==> config.mk <==
export PLATFORM = sky130hd
export DESIGN_NAME = ex_stage_controller
export DESIGN_NICKNAME = d
export VERILOG_FILES = /design/src/rtl/ex_stage_controller.sv
export SDC_FILE = /design/constraint.sdc
export NUM_CORES = 1
export LEC_CHECK = 0
export ABC_CLOCK_PERIOD_IN_PS = 3550
export CAP_MARGIN = 10
export CORE_MARGIN = 2
export CORE_UTILIZATION = 45
export DETAILED_ROUTE_END_ITERATION = 10
export GPL_TIMING_DRIVEN = 1
export PLACE_DENSITY = 0.71
export SLEW_MARGIN = 30
export SYNTH_ARGS = -nofsm -noshare
export SYNTH_HDL_FRONTEND = slang
export SYNTH_SLANG_ARGS = --single-unit
==> constraint.sdc <==
create_clock -name clk -period 3.55 [get_ports clk]
set_input_delay 0.71 -clock clk [delete_from_list [all_inputs] [get_ports clk]]
set_output_delay 0.71 -clock clk [all_outputs]
set_load 0.02 [all_outputs]
==> src/rtl/ex_stage_controller.sv <==
// ex_stage_controller: EX-stage opcode decode, NZCV flag register and iterative MUL sequencer with pipeline stall
module ex_stage_controller #(
    parameter int WIDTH = 64
) (
    input  logic             clk,
    input  logic             reset,
    input  logic             flush,
    input  logic             valid_in,
    input  logic             alu_on,
    input  logic [10:0]      opcode,
    input  logic [WIDTH-1:0] mul_a,
    input  logic [WIDTH-1:0] mul_b,
    input  logic [3:0]       alu_flags_in,
    output logic [2:0]       alu_cntrl,
    output logic             illegal_op,
    output logic [3:0]       flags,
    output logic             stall,
    output logic             mul_valid,
    output logic [WIDTH-1:0] mul_result
);
    localparam int CW = $clog2(WIDTH + 1);
    localparam logic [1:0] IDLE = 2'd0, BUSY = 2'd1, DONE = 2'd2;
    logic [1:0]       state_q, state_d;
    logic [WIDTH-1:0] acc_q, acc_d, a_q, a_d, b_q, b_d, res_q, res_d;
    logic [CW-1:0]    cnt_q, cnt_d;
    logic [3:0]       flags_q, flags_d;
    logic is_addi, is_adds, is_ldur, is_stur, is_subs, is_bl, is_cbz, is_mul;
    logic known, accept, busy;
    always_comb begin
        is_addi    = opcode[10:1] == 10'b1001000100;
        is_adds    = opcode == 11'b10101011000;
        is_ldur    = opcode == 11'b11111000010;
        is_stur    = opcode == 11'b11111000000;
        is_subs    = opcode == 11'b11101011000;
        is_bl      = opcode[10:5] == 6'b100101;
        is_cbz     = opcode[10:3] == 8'b10110100;
        is_mul     = opcode == 11'b10011011000;
        known      = is_addi | is_adds | is_ldur | is_stur | is_subs | is_bl | is_cbz | is_mul;
        alu_cntrl  = !alu_on ? 3'b000 :
                     (is_addi | is_adds | is_ldur | is_stur) ? 3'b010 :
                     is_subs ? 3'b011 :
                     is_bl   ? 3'b000 :
                     is_cbz  ? 3'b100 :
                     is_mul  ? 3'b000 : 3'b111;
        illegal_op = valid_in & alu_on & !known;
        busy       = state_q == BUSY;
        accept     = (state_q == IDLE) & valid_in & is_mul & !flush;
        stall      = !flush & (accept | busy);
        mul_valid  = (state_q == DONE) & !flush;
        // The finished product is shown from the accumulator in DONE and latched for later cycles,
        // so a flushed DONE leaves the previously published result visible.
        mul_result = mul_valid ? acc_q : res_q;
        flags      = flags_q;
        state_d    = flush ? IDLE :
                     accept ? BUSY :
                     (busy && cnt_q == CW'(1)) ? DONE :
                     (state_q == DONE) ? IDLE : state_q;
        acc_d      = accept ? '0 : busy ? acc_q + (b_q[0] ? a_q : '0) : acc_q;
        a_d        = accept ? mul_a : busy ? a_q << 1 : a_q;
        b_d        = accept ? mul_b : busy ? b_q >> 1 : b_q;
        cnt_d      = accept ? CW'(WIDTH) : busy ? cnt_q - CW'(1) : cnt_q;
        res_d      = mul_valid ? acc_q : res_q;
        flags_d    = (valid_in & !stall & !flush & (is_adds | is_subs)) ? alu_flags_in : flags_q;
    end
    always_ff @(posedge clk) begin
        if (reset) begin
            state_q <= IDLE;
            acc_q   <= '0;
            a_q     <= '0;
            b_q     <= '0;
            cnt_q   <= '0;
            res_q   <= '0;
            flags_q <= '0;
        end else begin
            state_q <= state_d;
            acc_q   <= acc_d;
            a_q     <= a_d;
            b_q     <= b_d;
            cnt_q   <= cnt_d;
            res_q   <= res_d;
            flags_q <= flags_d;
        end
    end
endmodule
==> results.sh, run 1 <==
export IMPL_status="finished, final reports clean"
export IMPL_clk_transition_reported_paths_ps=60
export IMPL_port_buffer_count=221
export IMPL_crit_path_max_fanout=32
export IMPL_ys_seq_elements=269
export IMPL_drt_pass1_iter_count=5
export IMPL_core_area_um2=31720
export IMPL_p_total_uw=6329
export IMPL_ys_async_sr_fraction_pct=0
export IMPL_post_route_min_period_ps=3421
export IMPL_hold_path_cell_cnt=2
export IMPL_placement_rows=65
export IMPL_holdWs_ps=455.2
export IMPL_htree_num_levels=1
export IMPL_power_leakage_uw=0.007099
export IMPL_cts_root_buffer="clkbuf_16"
export IMPL_hold_path_class="register to register"
export IMPL_antenna_cells=0
export IMPL_synth_most_common_cell="nand2_1"
export IMPL_setup_total_negative_slack_ps=0
export IMPL_fmaxAchievable_mhz=292.3
export IMPL_clkLatencyLatePin_ps=570
export IMPL_headroom_to_the_max_slew_limit_pct=38.44
export IMPL_totalWireLength_um=39980
export IMPL_synth_edf_count=0
export IMPL_critical_path_startpoint_type="register"
export IMPL_worst_slack_ps=128.6
export IMPL_design_die_area_um2=33910
export IMPL_netlist_area_leader_share_pct=36.88
export IMPL_globalRoute_totalOverflow=0
export IMPL_grt_start_max_net_pins=185
export IMPL_post_route_drc_count=0
export IMPL_cts_hold_buffers_added=0
export IMPL_post_dp_cell_area_um2=17430
export IMPL_routedWlPerCell_um=16.57
export IMPL_worst_ep_arrival_time_ps=3860
export IMPL_netlist_top_cells_area="dfxtp_1 (37%), nand2_1 (8.7%), a21oi_1 (6.0%)"
export IMPL_grt_setup_unrepaired="true"
export IMPL_groute_usage_overall_pct=22.98
export IMPL_routability_congestion_estimate=0.9677
export IMPL_syn_num_nets=2020
export IMPL_synthToLayoutAreaGrowth_pct=26.69
export IMPL_finalHoldViolCount=0
export IMPL_worst_ep_required_time_ps=3990
export IMPL_final_max_slew_violation_count=0
export IMPL_worst_r2r_cell_count=13
export IMPL_setup_worst_path_class="register to register"
export IMPL_worstMarginPinSlew_ps=923.3
export IMPL_synth_area_leader_cell="dfxtp_1"
export IMPL_dpl_hpwl_um=27920
export IMPL_post_synthesis_cell_count=1806
export IMPL_setup_worst_path_end_class="register"
export IMPL_clock_sink_count=269
export IMPL_mappedNetlistArea_um2=14600
export IMPL_via_count_of_the_first_global_routing_pass=13231
export IMPL_start_util_pct=46.04
export IMPL_place_ws_ps=-151.7
export IMPL_timing_max_cap_violations=0
export IMPL_post_synth_num_cell_types=69
export IMPL_drt_initial_drc_count=970
export IMPL_p_per_area_nw_per_um2=342.1
export IMPL_layout_worst_path_cycle_share_pct=96.38
export IMPL_finalSetupViolations=0
export IMPL_tritoncts="built"
export IMPL_synth_yosys_seq_area_share_pct=36.88
export IMPL_synth_top_flop_cell="dfxtp_1"
export IMPL_drive_above_1_share_pct=10.65
export IMPL_avgSynthCellArea_um2=8.086
export IMPL_timing_clock_skew_ps=20.46
export IMPL_ctsLongestPathBuffers=3
export IMPL_number_of_cts_inserted_buffers=29
export IMPL_die_width_um=184.1
export IMPL_antenna_violating_nets_post_route=0
export IMPL_grt_antenna_before_repair=1
export IMPL_synth_top_cells_by_count="nand2_1 (338), dfxtp_1 (269), a21oi_1 (175), clkbuf_1 (122), nor2_1 (110)"
export IMPL_wire_length_of_the_first_global_routing_pass_um=65220
export IMPL_die_height_um=184.1
export IMPL_vdd_ir_drop_max_uv=425.2
export IMPL_ys_warn_count=0
export IMPL_finalNetCount=2209
export IMPL_boundaryPins=222
export IMPL_stdcell_area_um2=18500
export IMPL_drt_vias_per_instance=5.659
export IMPL_num_vias=13650
==> what timing repair did <==
item                                    CTS  global route
hold endpoints to repair                  0             0
setup buffers                             0             1
gates resized for setup                   5            27
pin swaps                                 1             7
endpoints found under the setup margin    7            20
==> cell families after synthesis <==
group	Yosys count	share of synthesized area, %
buf+inv	158	4.121
simple gates	701	22.32
mux	72	5.484
compound gates	483	22.07
fa+ha+maj	66	5.706
flops	269	36.88
xor+xnor	57	3.419
==> where the power goes <==
group | internal (uW) | switching, uW
sequential | 3020 | 4.03
combinational | 168 | 103
clock | 1810 | 1220
==> per-stage QoR <==
| step | utilization, % | cells |
|---|---|---|
| after floorplan | - | 1806 |
| after global placement | 54.95 | 2365 |
| after detailed placement | 54.96 | 2365 |
| after CTS | 57.98 | 2411 |
| after global routing | 58.33 | 2412 |
| final | 58.33 | 2412 |
==> layout make-up <==
| cell class | instances | area (um2) |
|---|---|---|
| fillers | 2835 | 13220 |
| multi-input cells | 1379 | 8773 |
| flip-flops and latches | 269 | 5386 |
| repair buffers | 290 | 2804 |
| clock buffers | 41 | 820.8 |
| well taps | 402 | 503.0 |
| clock inverters | 5 | 115.1 |
| inverters | 26 | 97.59 |
==> sequential cells by signal, indices dropped and copies added (netlist names) <==
name	count
state_q	2
a_q	64
acc_q	64
b_q	64
cnt_q	7
flags	4
res_q	64
==> per-layer routing <==
metal	up-vias	GRT usage [%]	share of wire [%]
li1	6737	-	-
met1	6425	30.26	45
met2	422	38.32	46
met3	64	5.355	7.1
met4	2	5.024	2.1
met5	-	0	0.038
==> worst max-delay path: stages, from the launching register on <==
cell and delay [ps]:
dfxtp_2 340, buf_12 160, and2_1 170, ha_2 380, and3_1 190, nand4_1 130, a21oi_2 250, o2111ai_2 220
a31oi_1 350, a31oi_2 160, o21ai_1 260, a21oi_2 130, o2111ai_1 190, or3b_1 360
==> cell usage in the layout, fill, tap and decap left out, drive strengths merged, types with 48 or more instances in the layout <==
cell	count
mux2	64
ha	65
and2	68
buf	70
dfxtp	269
nor2	110
a311oi	66
nand2	338
a21o	48
a21oi	176
clkdlybuf4s50	216
o21ai	49
a22oi	64
nor2b	67
==> final timing paths <==
path,startpoint,end,slack [ps]
hold reg to reg,b_q[16],b_q[16],460
setup / recovery,b_q[0],acc_q[31],130
setup reg to reg,b_q[0],acc_q[31],130
hold / removal,b_q[16],b_q[16],460
Power figures use the tool's default switching activity.
==> inputs of run 2 (changes only) <==
- SLEW_MARGIN: 30 -> 20
==> run 2 against run 1 <==
Flip-flop and latch count unchanged. Sequential power about the same. Core utilization increased by 0.055 points. Non-clock buffer count decreased by 1. Setup slack got worse by 5.1 ps. Via count decreased by 0.59%. Largest cell class unchanged.
==> results.sh, run 2 (synthesis gave the netlist of run 1 again) <==
export IMPL_finalHoldViolCount=0
export IMPL_routability_congestion_estimate=0.9677
export IMPL_post_route_drc_count=0
export IMPL_fmaxAchievable_mhz=291.8
export IMPL_num_vias=13569
export IMPL_timing_critical_path_from="opcode[10]"
export IMPL_top_cell_family_by_delay_on_the_critical_path="buffers and inverters"
export IMPL_holdCritStartpoint="b_q[18]"
export IMPL_totalWireLength_um=39880
export IMPL_groute_usage_overall_pct=23.04
export IMPL_final_cell_mix="nand2_1 (337), dfxtp_1 (268), clkdlybuf4s50_1 (216)"
export IMPL_finalSetupViolations=0
export IMPL_die_height_um=184.1
export IMPL_p_per_area_nw_per_um2=342.7
export IMPL_cts_repair_timing_setup_buffer_count=0
export IMPL_design_die_area_um2=33910
export IMPL_antenna_violating_nets_post_route=0
export IMPL_tritoncts="built"
export IMPL_setup_total_negative_slack_ps=0
export IMPL_via_count_of_the_first_global_routing_pass=13282
export IMPL_multiInputGateArea_um2=8770
export IMPL_layout_worst_path_cycle_share_pct=96.52
export IMPL_place_ws_ps=-138.4
export IMPL_holdWs_ps=455.8
export IMPL_dpl_hpwl_um=27880
export IMPL_clk_transition_reported_paths_ps=60
export IMPL_boundaryPins=222
export IMPL_drt_vias_per_instance=5.607
export IMPL_globalRoute_totalOverflow=0
export IMPL_p_total_uw=6346
export IMPL_synthToLayoutAreaGrowth_pct=26.81
export IMPL_ctsLongestPathBuffers=3
export IMPL_cts_hold_buffers_added=0
export IMPL_num_fill_cells=2835
export IMPL_crit_path_cell_trace="clkdlybuf4s50_1 -> nand2_1 -> buf_4 -> nor4_1 -> mux2i_1 -> o41ai_2 -> nand2b_1 -> a221oi_1 -> dlygate4sd2_1"
export IMPL_slowest_delay_ps=490
export IMPL_worst_ep_required_time_ps=2840
export IMPL_cts_root_buffer="clkbuf_16"
export IMPL_port_buffer_count=221
export IMPL_critical_path_startpoint_type="input port"
export IMPL_placement_rows=65
export IMPL_setup_worst_path_end_class="output pin"
export IMPL_vdd_ir_drop_max_uv=375.4
export IMPL_grt_antenna_before_repair=1
export IMPL_core_area_um2=31720
export IMPL_grt_start_max_net_pins=185
export IMPL_final_max_slew_violation_count=0
export IMPL_critical_path_reg2reg_startpoint="b_q[0]"
export IMPL_number_of_cts_inserted_buffers=29
export IMPL_drt_pass1_iter_count=5
export IMPL_most_common_cell_after_layout_fill_and_taps_aside="nand2_1"
export IMPL_worst_path_buf_inv=3
export IMPL_clkLatencyLatePin_ps=570
export IMPL_status="finished, final reports clean"
export IMPL_setup_worst_path_class="input port to output pin"
export IMPL_finalNetCount=2208
export IMPL_drt_initial_drc_count=933
export IMPL_worstMarginPinSlew_ps=932.9
export IMPL_power_leakage_uw=0.007113
export IMPL_crit_path_max_fanout=2
export IMPL_wire_length_of_the_first_global_routing_pass_um=65550
export IMPL_hold_path_class="register to register"
export IMPL_worst_ep_arrival_time_ps=2720
export IMPL_headroom_to_the_max_slew_limit_pct=37.81
export IMPL_drive_above_1_share_pct=10.66
export IMPL_timing_critical_path_slowest_stage_cell="clkdlybuf4s50_1"
export IMPL_clock_sink_count=269
export IMPL_timing_clock_skew_ps=14.62
export IMPL_start_util_pct=46.04
export IMPL_utilization_pct=58.38
export IMPL_seqCellArea_um2=5386
export IMPL_die_width_um=184.1
export IMPL_post_route_min_period_ps=3427
export IMPL_htree_num_levels=1
export IMPL_worst_slack_ps=123.5
export IMPL_timing_max_cap_violations=0
export IMPL_routedWlPerCell_um=16.48
==> run 2: cell count changes in the layout (fill, tap and decap cells not counted), moves of 2 or more <==
| cell | change |
|---|---|
| clkinv_2 | +4 |
| clkinvlp_4 | +2 |
| ha_2 | -2 |
| clkbuf_1 | +2 |
| nor4_2 | -2 |
| ha_1 | +2 |
==> run 2: report_power, final <==
| part | internal (uW) | switching (uW) | leakage (uW) |
|---|---|---|---|
| combinational | 168 | 104 | 0.00448 |
| sequential | 3020 | 4.04 | 0.00217 |
| clock | 1780 | 1270 | 0.000469 |
| total | 4970 | 1370 | 0.00711 |
==> run 2: path summary, 6_finish.rpt <==
check                 end  slack, ps  depth (start not counted)
max          alu_cntrl[2]        120                          9
min               b_q[18]        460                          2
max reg2reg     acc_q[31]        150                         13
min reg2reg       b_q[18]        460                          2
==> run 2: repair_timing <==
action	CTS	global route
endpoints found under the setup margin	7	16
resized for setup	6	23
pin swaps	1	6
==> run 2: layout make-up <==
type | count | share of cell area (%)
Sequential cell | 269 | 29.09
Tap cell | 402 | 2.716
Inverter | 26 | 0.5270
Clock inverter | 10 | 0.6486
Clock buffer | 44 | 4.547
Multi-Input combinational cell | 1379 | 47.36
Timing Repair Buffer | 289 | 15.10
Antenna cell | 1 | 0.01351
==> run 2: worst reg2reg max path, cell delays in order (launching register included) <==
cell	delay (ps)
dfxtp_2	330
buf_12	160
and2_1	170
ha_1	400
and3_1	220
nand4_1	130
a21oi_2	260
o2111ai_2	240
a31oi_2	280
a31oi_1	160
o21ai_1	260
a21oi_2	130
o2111ai_1	170
or3b_1	360
==> run 2: layer usage <==
metal | up-vias | part of all wire, % | track usage, %
met3 | 58 | 6.5 | 4.920
met5 | - | 0.038 | 0
met1 | 6376 | 46 | 30.79
met4 | 2 | 2.4 | 5.696
li1 | 6759 | - | -
met2 | 374 | 45 | 37.89
==> run 2: stage by stage <==
step | cell area, um2 | instances
final | 18520 | 2420
after CTS | 18420 | 2419
after global placement | 17430 | 2365
after global routing | 18520 | 2419
after detailed placement | 17430 | 2365
after floorplan | 14600 | 1806
